[src/rtl/bus_trace_pkg.sv]
// Shared constants, trigger state type and clog2 helper for the bus trace monitor.
package bus_trace_pkg;

    localparam int DEF_BUS_W = 8;
    localparam int DEF_TS_W  = 16;
    localparam int ENTRY_W   = DEF_TS_W + DEF_BUS_W;
    localparam int DROP_W    = 8;

    typedef enum logic {
        TRIG_ARMED = 1'b0,
        TRIG_RUN   = 1'b1
    } trig_state_t;

    function automatic int clog2(input int value);
        int r;
        r = 0;
        while ((1 << r) < value) begin
            r++;
        end
        return r;
    endfunction

endpackage

[src/rtl/bus_trace_if.sv]
// Trace drain port: valid/ready handshake carrying {timestamp, bus value} entries.
interface bus_trace_if #(
    parameter int ENTRY_W = bus_trace_pkg::ENTRY_W
) ();

    logic               out_valid;
    logic               out_ready;
    logic [ENTRY_W-1:0] out_data;

    modport master (
        output out_valid,
        output out_data,
        input  out_ready
    );

    modport slave (
        input  out_valid,
        input  out_data,
        output out_ready
    );

endinterface

[src/rtl/bus_trace_fifo.sv]
// Synchronous first-word-fall-through FIFO; head entry is presented on dout while not empty.
module bus_trace_fifo
    import bus_trace_pkg::*;
#(
    parameter int DEPTH = 16,
    parameter int WIDTH = 24
) (
    input  logic                  clk,
    input  logic                  rst,
    input  logic                  push,
    input  logic [WIDTH-1:0]      din,
    input  logic                  pop,
    output logic [WIDTH-1:0]      dout,
    output logic                  full,
    output logic                  empty,
    output logic [clog2(DEPTH):0] level
);

    localparam int AW = clog2(DEPTH);

    logic [WIDTH-1:0] mem [DEPTH];
    logic [AW-1:0]    wr_ptr;
    logic [AW-1:0]    rd_ptr;
    logic             do_push;
    logic             do_pop;

    // A push into a full FIFO is accepted when a pop frees the head slot in the same cycle.
    assign do_pop  = pop && !empty;
    assign do_push = push && (!full || do_pop);

    assign full  = (level == (AW + 1)'(DEPTH));
    assign empty = (level == '0);
    assign dout  = empty ? '0 : mem[rd_ptr];

    always_ff @(posedge clk) begin
        if (rst) begin
            wr_ptr <= '0;
            rd_ptr <= '0;
            level  <= '0;
        end else begin
            if (do_push) begin
                wr_ptr <= wr_ptr + 1'b1;
            end
            if (do_pop) begin
                rd_ptr <= rd_ptr + 1'b1;
            end
            case ({do_push, do_pop})
                2'b10:   level <= level + 1'b1;
                2'b01:   level <= level - 1'b1;
                default: level <= level;
            endcase
        end
    end

    always_ff @(posedge clk) begin
        if (do_push) begin
            mem[wr_ptr] <= din;
        end
    end

endmodule

[src/rtl/bus_trace_monitor.sv]
// Timestamps every change of the monitored bus into a trace FIFO drained over a valid/ready port.
// Optional start trigger enabled by defining BUS_TRACE_TRIG_EN.
module bus_trace_monitor
    import bus_trace_pkg::*;
#(
    parameter int BUS_W = 8,
    parameter int DEPTH = 16,
    parameter int TS_W  = 16
) (
    input  logic                  clk,
    input  logic                  rst,
    input  logic [BUS_W-1:0]      bus_in,
    input  logic                  enable,
`ifdef BUS_TRACE_TRIG_EN
    input  logic [BUS_W-1:0]      trig_val,
    output logic                  armed,
`endif
    bus_trace_if.master           trace,
    output logic [clog2(DEPTH):0] level,
    output logic                  overflow,
    output logic [DROP_W-1:0]     drop_cnt
);

    localparam int EW = TS_W + BUS_W;

    logic [TS_W-1:0]  ts;
    logic [BUS_W-1:0] prev;
    logic             primed;
    logic             changed;
    logic             want_push;
    logic             pop;
    logic             drop;
    logic             fifo_full;
    logic             fifo_empty;

    // primed masks the first edge after reset, which only loads prev.
    assign changed = primed && enable && (bus_in != prev);
    assign pop     = trace.out_valid && trace.out_ready;

`ifdef BUS_TRACE_TRIG_EN
    trig_state_t state;
    trig_state_t state_nxt;
    logic        trig_hit;

    assign trig_hit = primed && enable && (bus_in == trig_val);

    always_ff @(posedge clk) begin
        if (rst) begin
            state <= TRIG_ARMED;
        end else begin
            state <= state_nxt;
        end
    end

    always_comb begin
        state_nxt = state;
        if (state == TRIG_ARMED && trig_hit) begin
            state_nxt = TRIG_RUN;
        end
    end

    // The trigger value itself is captured even when it equals prev.
    always_comb begin
        armed     = (state == TRIG_ARMED);
        want_push = armed ? trig_hit : changed;
    end
`else
    assign want_push = changed;
`endif

    assign drop = want_push && fifo_full && !pop;

    always_ff @(posedge clk) begin
        if (rst) begin
            ts       <= '0;
            prev     <= '0;
            primed   <= 1'b0;
            overflow <= 1'b0;
            drop_cnt <= '0;
        end else begin
            ts     <= ts + 1'b1;
            prev   <= bus_in;
            primed <= 1'b1;
            if (drop) begin
                overflow <= 1'b1;
                if (drop_cnt != '1) begin
                    drop_cnt <= drop_cnt + 1'b1;
                end
            end
        end
    end

    bus_trace_fifo #(
        .DEPTH (DEPTH),
        .WIDTH (EW)
    ) u_fifo (
        .clk   (clk),
        .rst   (rst),
        .push  (want_push),
        .din   ({ts, bus_in}),
        .pop   (pop),
        .dout  (trace.out_data),
        .full  (fifo_full),
        .empty (fifo_empty),
        .level (level)
    );

    assign trace.out_valid = !fifo_empty;

endmodule

[src/flat_wrapper.sv]
// flat-port wrapper written by rule: the top's interface ports become plain ports
module bus_trace_monitor_flat import bus_trace_pkg::*;
#(
    parameter int BUS_W = 8,
    parameter int DEPTH = 16,
    parameter int TS_W  = 16
)
  (clk, rst, bus_in, enable, level, overflow, drop_cnt, trace_out_valid, trace_out_data, trace_out_ready);
  bus_trace_if #(.ENTRY_W(24)) trace_i ();
  input  logic clk;
  input  logic rst;
  input  logic [BUS_W-1:0] bus_in;
  input  logic enable;
  output logic [clog2(DEPTH):0] level;
  output logic overflow;
  output logic [DROP_W-1:0] drop_cnt;
  output wire logic [$bits(trace_i.out_valid)-1:0] trace_out_valid;
  output wire logic [$bits(trace_i.out_data)-1:0] trace_out_data;
  input wire logic [$bits(trace_i.out_ready)-1:0] trace_out_ready;
  assign trace_out_valid = trace_i.out_valid;
  assign trace_out_data = trace_i.out_data;
  assign trace_i.out_ready = trace_out_ready;
  bus_trace_monitor #(.BUS_W(BUS_W), .DEPTH(DEPTH), .TS_W(TS_W)) u_core (.clk(clk), .rst(rst), .bus_in(bus_in), .enable(enable), .trace(trace_i), .level(level), .overflow(overflow), .drop_cnt(drop_cnt));
endmodule
[config.mk]
export PLATFORM = sky130hd
export DESIGN_NAME = bus_trace_monitor_flat
export DESIGN_NICKNAME = d
export VERILOG_FILES = /design/src/rtl/bus_trace_pkg.sv /design/src/rtl/bus_trace_if.sv /design/src/rtl/bus_trace_fifo.sv /design/src/rtl/bus_trace_monitor.sv /design/src/flat_wrapper.sv
export SDC_FILE = /design/constraint.sdc
export NUM_CORES = 1
export LEC_CHECK = 0
export ABC_AREA = 1
export CELL_PAD_IN_SITES_DETAIL_PLACEMENT = 0
export CELL_PAD_IN_SITES_GLOBAL_PLACEMENT = 2
export CORE_UTILIZATION = 39
export CTS_CLUSTER_SIZE = 14
export DETAILED_ROUTE_END_ITERATION = 8
export GPL_TIMING_DRIVEN = 0
export PLACE_DENSITY = 0.8
export SLEW_MARGIN = 20
export SYNTH_ARGS = -nofsm -noshare
export SYNTH_HDL_FRONTEND = slang
export SYNTH_SLANG_ARGS = --single-unit
[constraint.sdc]
create_clock -name clk -period 2.6 [get_ports clk]
set_clock_uncertainty 0.1 [all_clocks]
set_input_delay 0.26 -clock clk [delete_from_list [all_inputs] [get_ports clk]]
set_output_delay 0.26 -clock clk [all_outputs]
set_load 0.02 [all_outputs]
==> results of run 1 <==
==> metrics by stage <==
step	util, %	hold slack (ns)	setup TNS, ns	worst slack [ns]
2_1_floorplan	-	0.229	-58.03	-0.220
3_3_place_gp	42.8	0.351	-779.38	-2.42
3_5_place_dp	44.0	0.360	-343.89	-1.04
4_1_cts	51.5	0.281	-3.16	-0.238
5_1_grt	51.8	0.111	-3.63	-0.224
6_report	51.8	0.0866	-1.99	-0.157
==> layout make-up <==
cell class / instances / area [sq um]
clock inverters: 29 / 303
fillers: 3617 / 21000
inverters: 53 / 218
plain buffers: 80 / 916
multi-input cells: 811 / 4830
flip-flops and latches: 435 / 12600
well taps: 585 / 732
clock buffers: 55 / 1200
repair buffers: 119 / 1740
==> sequential cells by signal, summed over array words and instances (netlist names), named ones only <==
name                  flops
u_core.u_fifo.mem       384
u_core.ts                16
u_core.drop_cnt           8
u_core.prev               8
u_core.u_fifo.level       5
u_core.u_fifo.rd_ptr      4
u_core.u_fifo.wr_ptr      4
u_core.overflow           1
u_core.primed             1
==> path summary, 6_finish.rpt <==
check,startpoint,endpoint,slack (ns),cells past startpoint
min reg2reg,u_core.overflow,u_core.overflow,0.38,1
max,flop,trace_out_data[15],-0.16,12
min,bus_in[0],u_core.prev[0],0.09,3
max reg2reg,u_core.u_fifo.level[2],u_core.u_fifo.mem[4][15],0.23,11
==> routing by layer <==
layer	wire length, um	GRT usage (%)	up-vias
li1	-	-	5421
met1	21500	31.5	5905
met2	25200	38.8	461
met3	4100	4.03	70
met4	1140	7.37	0
met5	0	0	-
==> repair_timing <==
item	in CTS	in global routing
pin swaps	85	60
setup endpoints to repair	406	228
buffers inserted	33	11
gates resized for setup	413	96
gates cloned	14	0
==> critical path: stages, from the launching register on <==
cell and delay, ns:
dfxtp_4 0.36, buf_12 0.15, inv_16 0.08, buf_16 0.15, buf_12 0.12, buf_12 0.11, o21ai_1 0.05, o22ai_1 0.13
nor2_1 0.07, nor2_2 0.12, o21ai_4 0.10, a21oi_2 0.20, buf_6 0.14
==> Yosys cell counts (6+ instances only) <==
library cell    n
a21oi_1        46
buf_1           6
buf_2          31
buf_4           8
buf_6           7
clkbuf_1       27
dfxtp_1        51
edfxtp_1      384
ha_1           10
inv_1          48
nand2_1        69
nand3_1        55
nand4_1         6
nor2_1        273
o21ai_0       185
o21ai_1        33
o221ai_1       70
o22ai_1        26
xnor2_1         6
xor2_1          7
==> power by group through the flow <==
stage / logic, mW / registers [mW] / clock network (mW)
after global routing: 8.05 / 7.87 / 6.96
after detailed placement: 5.43 / 7.99 / 0
after CTS: 7.33 / 7.85 / 6.68
final: 7.61 / 7.85 / 6.62
after global placement: 5.34 / 7.99 / 0
after floorplan: 3.05 / 7.97 / 0
==> cells by family (layout without fill, tap and decap cells) <==
group	after synthesis	count (layout)	synth area share, %
AO/OA/AOI/OAI	366	366	12.3
XOR/XNOR	13	13	0.657
adder cells (fa/ha/maj)	11	11	0.837
buffers and inverters	136	336	3.69
flip-flops	435	435	72.4
AND/OR/NAND/NOR	421	421	10.1
==> reports/metrics.csv, run 1 <==
metric,value,unit
wl_per_cell,24.0,um
gp_congestion,0.799,
yosysSeqAreaShare,72.4,%
place_inst,2033,
seqPwrFrac,35.6,%
fin_area,22500,sq um
dieArea,45300,sq um
drcViolationCount,0,
fin_nets,1569,
core,43500,sq um
ant_nets,0,
dp_hpwl,32.7,mm
yosys-top-cells-area,"edfxtp_1, nor2_1, dfxtp_1",
via_per_inst,5.47,
synth_top_area_share,66.5,%
areaGrowthSynthToFinish,29.8,%
setup_slack,-0.157,ns
synth_edf_count,384,
dr.first_iter.drc_count,1072,
post-route-period-util,106,%
cts_root_buf,clkbuf_16,
cts.sinks,435,
fmax,363,MHz
fin_cells,2167,
total_power,22.1,mW
die_h,213,um
cts_buffers,46,
grt_max_degree,24,
dr_total_vias,11900,
grt_usage,23.5,%
violations,setup timing,
synth_warnings,0,
p_int,14.8,mW
syn_area_per_cell,12.5,sq um
cp-start-kind,flop,
drtPass1Iterations,5,
switching_power,7.28,mW
end_kind,output port,
p_leak,7.66,nW
peakVddDrop,0.489,mV
grt_pass1_wl,76.1,mm
slew_headroom,25.2,%
antenna_found_initial,0,
path_max_fanout,8,
die_w,213,um
syn_nets,1405,
timing_hold_violations_final,0,
ys.flop_type,edfxtp_1,
min_period,2.76,ns
post_dp_cell_area,19100,sq um
worstMarginPinSlew,1.12,ns
io_buffers,50,
clock_path_buffers,3,
synth_top_cell_by_area,edfxtp_1,
gr-total-overflow,0,
initial_utilization,39.9,%
synth_cells,1382,
cts_hold_buf,0,
final_cell_mix,"edfxtp_1, nor2_1, o21ai_0",
clkTransAtPathRegs,0.06,ns
synth.distinct_cells,38,
status,"finished, violations left",
p_clk_share,30.0,%
setup_viol,23,
grt_pass1_vias,11600,
maxCapViolations,0,
critPathArrivalTime,2.40,ns
syn_area,17300,sq um
htreeDepth,2,
clock_latency,0.57,ns
power_density,981,nW/um^2
cts_tree,built,
rsz0062_at_grt,yes,
ioPinCount,51,
final_common_cell,edfxtp_1,
swShare,33.0,%
critPathKind,reg -> out,
antenna_cells,0,
async_flop_share,0,%
crit_required,2.24,ns
drive_gt1_share,24.8,%
slew_viol_final,0,
wirelength,51.9,mm
synth_seq_cells,435,
hold_class,in -> reg,
comb_power_share,34.5,%
rows,76,
Note: power is estimated with default switching activity, not from simulation.
==> inputs of run 2 (changes only) <==
CTS_CLUSTER_SIZE = 10   (was 14)
==> reports/metrics.csv, run 2 (synthesized netlist as in run 1, its figures left out) <==
metric,value,unit,change
status,"finished, violations left",,unchanged
violations,setup timing,,unchanged
p_int,14.8,mW,about the same
areaGrowthSynthToFinish,31.1,%,was 29.8%
largest-register,u_core.u_fifo.mem,,unchanged
fin_nets,1582,,was 1569
drive_gt1_share,25.5,%,was 24.8%
gp_congestion,0.799,,unchanged
grt_pass1_wl,76.0,mm,was 76.1 mm
fmax,358,MHz,was 363 MHz
seqPwrFrac,35.6,%,about the same
crit_chain,buf_12 -> inv_16 -> buf_4 -> buf_12 -> buf_12 -> nor2_1 -> o221ai_2 -> nand3_2 -> a21oi_2 -> buf_4,,was buf_12 -> inv_16 -> buf_16 -> buf_12 -> buf_12 -> o21ai_1 -> o22ai_1 -> nor2_1 -> nor2_2 -> o21ai_4 -> a21oi_2 -> buf_6
die_h,213,um,unchanged
grt_pass1_vias,11600,,about the same
antenna_found_initial,0,,unchanged
path_max_fanout,10,,was 8
ioPinCount,51,,unchanged
end_kind,output port,,unchanged
cp-start-kind,flop,,unchanged
drcViolationCount,0,,unchanged
place_inst,2033,,unchanged
slew_headroom,29.8,%,was 25.2%
clock_path_buffers,3,,unchanged
worstMarginPinSlew,1.05,ns,was 1.12 ns
wirelength,52.5,mm,was 51.9 mm
core,43500,sq um,unchanged
power_density,971,nW/um^2,was 981 nW/um^2
reg_top3,"u_core.u_fifo.mem: 384 flops, u_core.ts: 16 flops",,unchanged
wl_per_cell,24.2,um,was 24.0 um
hold_class,in -> reg,,unchanged
via_per_inst,5.50,,was 5.47
critPathMaxStageDelay,0.36,ns,about the same
switching_power,7.29,mW,was 7.28 mW
cts_buffers,50,,was 46
cts_tree,built,,unchanged
critPathArrivalTime,2.43,ns,was 2.40 ns
antenna_cells,0,,unchanged
dr_total_vias,11900,,about the same
dr.first_iter.drc_count,1070,,was 1072
grt_max_degree,24,,unchanged
total_power,22.1,mW,about the same
post-route-period-util,107,%,was 106%
ant_nets,0,,unchanged
dieArea,45300,sq um,unchanged
cts.sinks,435,,unchanged
fillers,3595,,was 3617
rsz0062_at_grt,yes,,unchanged
rows,76,,unchanged
final_cell_mix,"edfxtp_1, nor2_1, o21ai_0",,unchanged
clock_latency,0.57,ns,about the same
grt_usage,23.5,%,about the same
die_w,213,um,unchanged
comb_power_share,36.1,%,was 34.5%
critPathKind,reg -> out,,unchanged
io_buffers,50,,unchanged
cpMostUsedCell,buf_12,,unchanged
setup_viol,24,,was 23
final_common_cell,edfxtp_1,,unchanged
fin_cells,2169,,was 2167
crit_slowest_cell,dfxtp_4,,unchanged
initial_utilization,39.9,%,unchanged
largest_register_ffs,384,,unchanged
slew_viol_final,0,,unchanged
min_period,2.79,ns,was 2.76 ns
swShare,33.1,%,was 33.0%
cts_hold_buf,0,,unchanged
setup_slack,-0.193,ns,was -0.157 ns
htreeDepth,2,,unchanged
cts_root_buf,clkbuf_16,,unchanged
timing_hold_violations_final,0,,unchanged
dp_hpwl,32.7,mm,unchanged
p_leak,7.74,nW,was 7.66 nW
clkTransAtPathRegs,0.06,ns,about the same
crit_required,2.24,ns,about the same
drtPass1Iterations,5,,unchanged
p_clk_share,28.3,%,was 30.0%
peakVddDrop,0.468,mV,was 0.489 mV
gr-total-overflow,0,,unchanged
maxCapViolations,0,,unchanged
-- run 2: cell types whose count changed in the layout (fill, tap and decap cells not counted), moves of 4 or more --
cell and delta:
buf_12 +7, buf_6 +8, buf_8 -4, o21ai_0 -4, o21ai_1 -7, bufinv_16 -6
clkbuf_1 +15, clkinv_1 -14, clkbuf_16 +9, buf_4 -6, o21ai_2 +9
-- run 2: cell type report --
| class | count | area, sq um | share of cell area [%] |
|---|---|---|---|
| plain buffers | 80 | 985 | 4.33 |
| clock buffers | 75 | 1390 | 6.10 |
| clock inverters | 2 | 13.8 | 0.0606 |
| inverters | 53 | 218 | 0.958 |
| multi-input cells | 811 | 4920 | 21.7 |
| flip-flops and latches | 435 | 12600 | 55.3 |
| well taps | 585 | 732 | 3.22 |
| repair buffers | 128 | 1900 | 8.38 |
-- run 2: path summary, 6_finish.rpt --
path | slack [ns] | startpoint | endpoint | cells past startpoint
max | -0.19 | flop | trace_out_data[20] | 10
min | 0.09 | bus_in[0] | u_core.prev[0] | 3
max reg2reg | 0.23 | u_core.u_fifo.level[2] | u_core.u_fifo.mem[5][14] | 11
min reg2reg | 0.37 | u_core.overflow | u_core.overflow | 1
-- run 2: metal layers --
metal / part of all wire, % / wire length [um] / GRT usage, % / vias up
li1: - / - / - / 5444
met1: 41 / 21500 / 31.0 / 5924
met2: 48 / 25000 / 38.0 / 482
met3: 8.1 / 4240 / 4.66 / 81
met4: 3.4 / 1780 / 9.50 / 0
met5: 0 / 0 / 0 / -
-- run 2: stage by stage --
step | setup TNS [ns] | utilization, % | instance area (sq um) | hold WS, ns | worst slack, ns
floorplan | -58.03 | - | 17400 | 0.229 | -0.220
global placement | -779.38 | 42.8 | 18600 | 0.351 | -2.42
detailed placement | -343.89 | 44.0 | 19100 | 0.360 | -1.04
CTS | -2.66 | 51.6 | 22400 | 0.283 | -0.234
global route | -4.20 | 52.3 | 22700 | 0.121 | -0.255
finish | -2.42 | 52.3 | 22700 | 0.0926 | -0.193
-- run 2: what timing repair did --
item                                    4_1_cts  5_1_grt
endpoints found under the hold margin         0        0
buffers inserted                             37       13
gates cloned                                 15        2
resized for setup                           449       97
pin swaps                                   101       70
endpoints found under the setup margin      406      245
-- run 2: critical path, delay by kind of cell (launching register included) --
family                 cells  cell delay [ns]
AND/OR/NAND/NOR            2             0.23
AO/OA/AOI/OAI              2             0.44
flip-flops                 1             0.36
buffers and inverters      6             0.81
-- run 2: power groups by stage --
stage,registers (mW),logic [mW],clock network (mW)
2_1_floorplan,7.97,3.05,0
3_3_place_gp,7.99,5.34,0
3_5_place_dp,7.99,5.43,0
4_1_cts,7.85,7.50,6.30
5_1_grt,7.88,8.41,6.60
6_report,7.86,7.96,6.24
